[src/rtl/regfile.sv]
// Immunity-M0 general-purpose register file: 32 x 32-bit, one WB write port,
// two combinational ID read ports with same-cycle write-back bypass.
module regfile #(
    parameter int DATA_WIDTH = 32,
    parameter int ADDR_WIDTH = 5,
    parameter int REG_NUM    = 32
) (
    input  logic                  clk,
    input  logic                  rst,
    input  logic                  write_en,
    input  logic [ADDR_WIDTH-1:0] write_addr,
    input  logic [DATA_WIDTH-1:0] write_data,
    input  logic                  read_en_1,
    input  logic [ADDR_WIDTH-1:0] read_addr_1,
    output logic [DATA_WIDTH-1:0] read_data_1,
    input  logic                  read_en_2,
    input  logic [ADDR_WIDTH-1:0] read_addr_2,
    output logic [DATA_WIDTH-1:0] read_data_2
);

    logic [DATA_WIDTH-1:0] regs [REG_NUM];

    logic wr_live;
    logic hit_1;
    logic hit_2;

    // $0 is never a legal write target, so it also never bypasses
    assign wr_live = write_en && (write_addr != '0);
    assign hit_1   = wr_live && (write_addr == read_addr_1);
    assign hit_2   = wr_live && (write_addr == read_addr_2);

    always_ff @(posedge clk or negedge rst) begin
        if (!rst) begin
            for (int i = 0; i < REG_NUM; i++) begin
                regs[i] <= '0;
            end
        end else if (wr_live) begin
            regs[write_addr] <= write_data;
        end
    end

    always_comb begin
        read_data_1 = '0;
        if (rst && read_en_1 && (read_addr_1 != '0)) begin
            if (hit_1) read_data_1 = write_data;
            else       read_data_1 = regs[read_addr_1];
        end
    end

    always_comb begin
        read_data_2 = '0;
        if (rst && read_en_2 && (read_addr_2 != '0)) begin
            if (hit_2) read_data_2 = write_data;
            else       read_data_2 = regs[read_addr_2];
        end
    end

endmodule

[config.mk]
export PLATFORM = sky130hd
export DESIGN_NAME = regfile
export DESIGN_NICKNAME = d
export VERILOG_FILES = /design/src/rtl/regfile.sv
export SDC_FILE = /design/constraint.sdc
export NUM_CORES = 2
export LEC_CHECK = 0
export BUFFER_PORTS_ARGS = -buffer_cell sky130_fd_sc_hd__buf_2
export CAP_MARGIN = 20
export CORE_MARGIN = 3
export CORE_UTILIZATION = 55
export DETAILED_ROUTE_END_ITERATION = 6
export HOLD_SLACK_MARGIN = 0.05
export PLACE_DENSITY_LB_ADDON = 0.25
export SETUP_SLACK_MARGIN = 0.05
export SYNTH_ARGS = -nofsm -noshare
export SYNTH_HDL_FRONTEND = slang
export SYNTH_SLANG_ARGS = --single-unit
[constraint.sdc]
create_clock -name clk -period 1.74 [get_ports clk]
set_input_delay 0.174 -clock clk [delete_from_list [all_inputs] [get_ports clk]]
set_output_delay 0.174 -clock clk [all_outputs]
set_load 0.05 [all_outputs]
==> impl_metrics.py <==
metrics = {
    "sta": {
        "setup_ws_ps": -908.9,
        "fin_skew_ps": 0,
        "period_minus_slack_ps": 2649,
        "fin_crit_sh": 1.522,
        "setup_tns_ps": -52590,
        "rsz0062_at_grt": "yes",
        "slew_headroom": 0.3854,
        "fmax_ghz": 0.3775,
        "final_hold_viol_count": 0,
        "drv_slew": 0,
        "setup_viol": 64,
        "worst_pin_slew_ps": 921.9,
    },
    "power_and_ir_drop": {
        "leakagePower_uw": 0.02902,
        "swShare": 0.2806,
        "power_frac_clock": 0.330,
        "ir_worst_vdd_uv": 923.9,
        "power_frac_comb": 0.223,
        "pwr_density_cell_nw_per_um2": 1064,
        "seq_power_share": 0.447,
        "p_int_uw": 51120,
        "power_switching_uw": 19940,
    },
    "clock_tree": {
        "cts_buffer_depth": 3,
        "numCtsBuffers": 108,
        "htreeDepth": 3,
        "cts_sinks": 1024,
        "cts_tree": "built",
        "clockRootBuffer": "clkbuf_16",
        "clk_pin_slew_ps": 60,
        "clk_latency_ps": 680,
    },
    "setup_path": {
        "reg2reg_slack_ps": 730,
        "worstSetupPathType": "reg2out",
        "worst_setup_path_start_kind": "register",
        "critPathRequiredTime_ps": 1570,
        "endpoint_kind": "output port",
        "arrival_ps": 2470,
        "crit_path_max_fanout": 3,
    },
    "layout": {
        "drive_gt1_frac": 0.6016,
        "largest_register": "regs",
        "syn_to_final_growth_pct": 21.59,
        "fillers": 6616,
        "reg.largest.list": "regs: 1024 flops",
        "fin_cells": 5402,
        "nets": 4079,
        "largest_reg_flops": 1024,
    },
    "die": {
        "coreArea_um2": 98710,
        "die_area_um2": 103700,
        "rows": 115,
        "fp.dieW_um": 322,
        "die_h_um": 322,
        "num_io_pins": 116,
        "start_util": 0.5564,
    },
    "hold_path": {
        "hp-class": "in2reg",
    },
    "synth": {
        "ys_ff_latch": 1024,
        "syn_area_um2": 54920,
        "ys_types": 39,
        "yosysTopAreaCell": "dfrtp_1",
        "synth_seq_area_share": 0.4666,
        "synthTopCellsByArea": "dfrtp_1 47%, mux2_2 20%, mux4_2 16%, mux2i_1 4.7%, a22oi_1 2.6%",
        "synth_enable_flop_cells": 0,
        "yosysTopAreaCellShare": 0.4666,
        "async_flop_share": 1.000,
        "netlist_instances": 3765,
        "yosys_warnings": 0,
        "syn_area_per_cell_um2": 14.59,
        "synthFlopType": "dfrtp_1",
        "syn_nets": 3817,
    },
    "detailed_routing": {
        "drc": 0,
        "antenna_left": 0,
        "vias": 38200,
        "avgRoutedWirePerCell_um": 32.36,
        "vias_per_cell": 7.072,
        "first_pass_iters": 6,
        "first_iter_violations": 4228,
        "routed_wl_mm": 174.8,
    },
    "place": {
        "post-place-ws_ps": -717.9,
        "hpwlAfterDp_mm": 113.2,
        "gp_congestion": 0.8891,
        "dp_cells": 5164,
        "io_buffers": 115,
    },
    "global_routing": {
        "grt_pass1_wl_mm": 260.6,
        "grt_pass1_vias": 39470,
        "grt.total_usage": 0.3394,
        "grt_max_degree": 133,
        "antenna_found_initial": 2,
        "grt-ovfl-total": 0,
    },
    "job": {
        "drv_cap": 0,
    },
    "run_status": {
        "violations": "negative setup slack",
        "status": "finished, violations left",
    },
}
[metal layers]
layer / vias to the layer above / wire (um) / global-route usage
met5: - / 0 / 0
met4: 0 / 6273 / 0.1231
met3: 394 / 16660 / 0.07892
met2: 1999 / 79780 / 0.5099
met1: 20540 / 72100 / 0.4878
li1: 15270 / - / -
[synth_stat cells (2+ instances only)]
master,number
inv_1,4
nand2_1,52
nand3_1,4
nor2_1,26
nor2b_1,4
o21bai_1,64
nor3b_1,4
mux4_2,384
a21oi_1,96
buf_4,49
o31ai_2,2
and2_1,2
dfrtp_1,1024
a221o_1,32
nand3b_1,4
buf_6,20
mux2_2,992
buf_1,65
a22oi_1,192
nor3_1,2
mux2i_1,256
a2111oi_4,2
a211o_1,32
xnor2_1,10
buf_2,84
a221oi_1,128
clkbuf_1,219
[power groups by stage]
| stage | Combinational [uW] | Sequential (uW) | Clock, uW |
|---|---|---|---|
| 6_report | 15800 | 31800 | 23500 |
| 5_1_grt | 16800 | 32200 | 24700 |
| 4_1_cts | 15400 | 31600 | 23700 |
| 3_5_place_dp | 14600 | 31900 | 0 |
| 3_3_place_gp | 14200 | 31600 | 0 |
| 2_1_floorplan | 10900 | 30800 | 0 |
[kinds of logic (layout without fill, tap and decap cells)]
| family | count (synthesis) | after routing | synth area share |
|---|---|---|---|
| mux | 1632 | 1632 | 0.4075 |
| other cells | 0 | 1 | 0 |
| buf+inv | 441 | 790 | 0.03814 |
| flops | 1024 | 1024 | 0.4666 |
| simple gates | 107 | 107 | 0.009136 |
| compound gates | 551 | 551 | 0.07705 |
| xor+xnor | 10 | 10 | 0.001595 |
[layout make-up]
class	instances	area (um2)	area share
Multi-Input combinational cell	2300	28730	0.4302
Sequential cell	1024	25620	0.3837
Timing Repair Buffer	589	7217	0.1081
Clock buffer	160	3202	0.04795
Tap cell	1287	1610	0.02411
Clock inverter	37	380.4	0.005696
Inverter	4	15.01	0.0002248
Antenna cell	1	2.502	0.00003747
[critical path, cell delays in order (launching register included)]
cell and delay (ps):
dfrtp_1 400, mux4_2 480, a22oi_2 180, a21oi_2 70, buf_4 140, a221o_2 340, buf_12 160
[metrics by stage]
step / instance area [um2] / total power, uW / hold slack (ps) / utilization
after global placement: 61330 / 45810 / 358.1 / 0.6213
after CTS: 66340 / 70690 / 52.69 / 0.6721
final: 66780 / 71060 / 103.2 / 0.6766
after floorplan: 55390 / 41680 / -121.6 / -
after detailed placement: 61330 / 46570 / 351.1 / 0.6213
after global routing: 66780 / 73760 / 88.35 / 0.6766
[what timing repair did]
item | CTS | global route
endpoints found under the setup margin | 64 | 64
buffers inserted | 9 | 8
cloned | 0 | 0
endpoints found under the hold margin | 414 | 0
gates resized for setup | 269 | 79
hold buffers | 28 | 0
pin swaps | 150 | 72
[placed cells by master, fill, tap and decap left out, drive strengths merged, types with 52 or more instances in the layout]
master  Yosys  routed
buf       218     561
dfrtp    1024    1024
mux2      992     992
mux4      384     384
clkbuf    219     160
a21oi      96      96
mux2i     256     256
nand2      52      52
a221oi    128     128
a22oi     192     192
o21bai     64      64
[worst paths after layout]
kind                                 from              end  cells past startpoint
setup / recovery                regs[542]  read_data_1[30]                      6
hold / removal             write_data[30]        regs[958]                      3
setup reg to reg                regs[791]        regs[791]                      3
hold reg to reg                 regs[995]        regs[995]                      0
max in group asynchronous             rst        regs[810]                      5
min in group asynchronous             rst        regs[782]                      4
(Power assumes the default switching activity.)
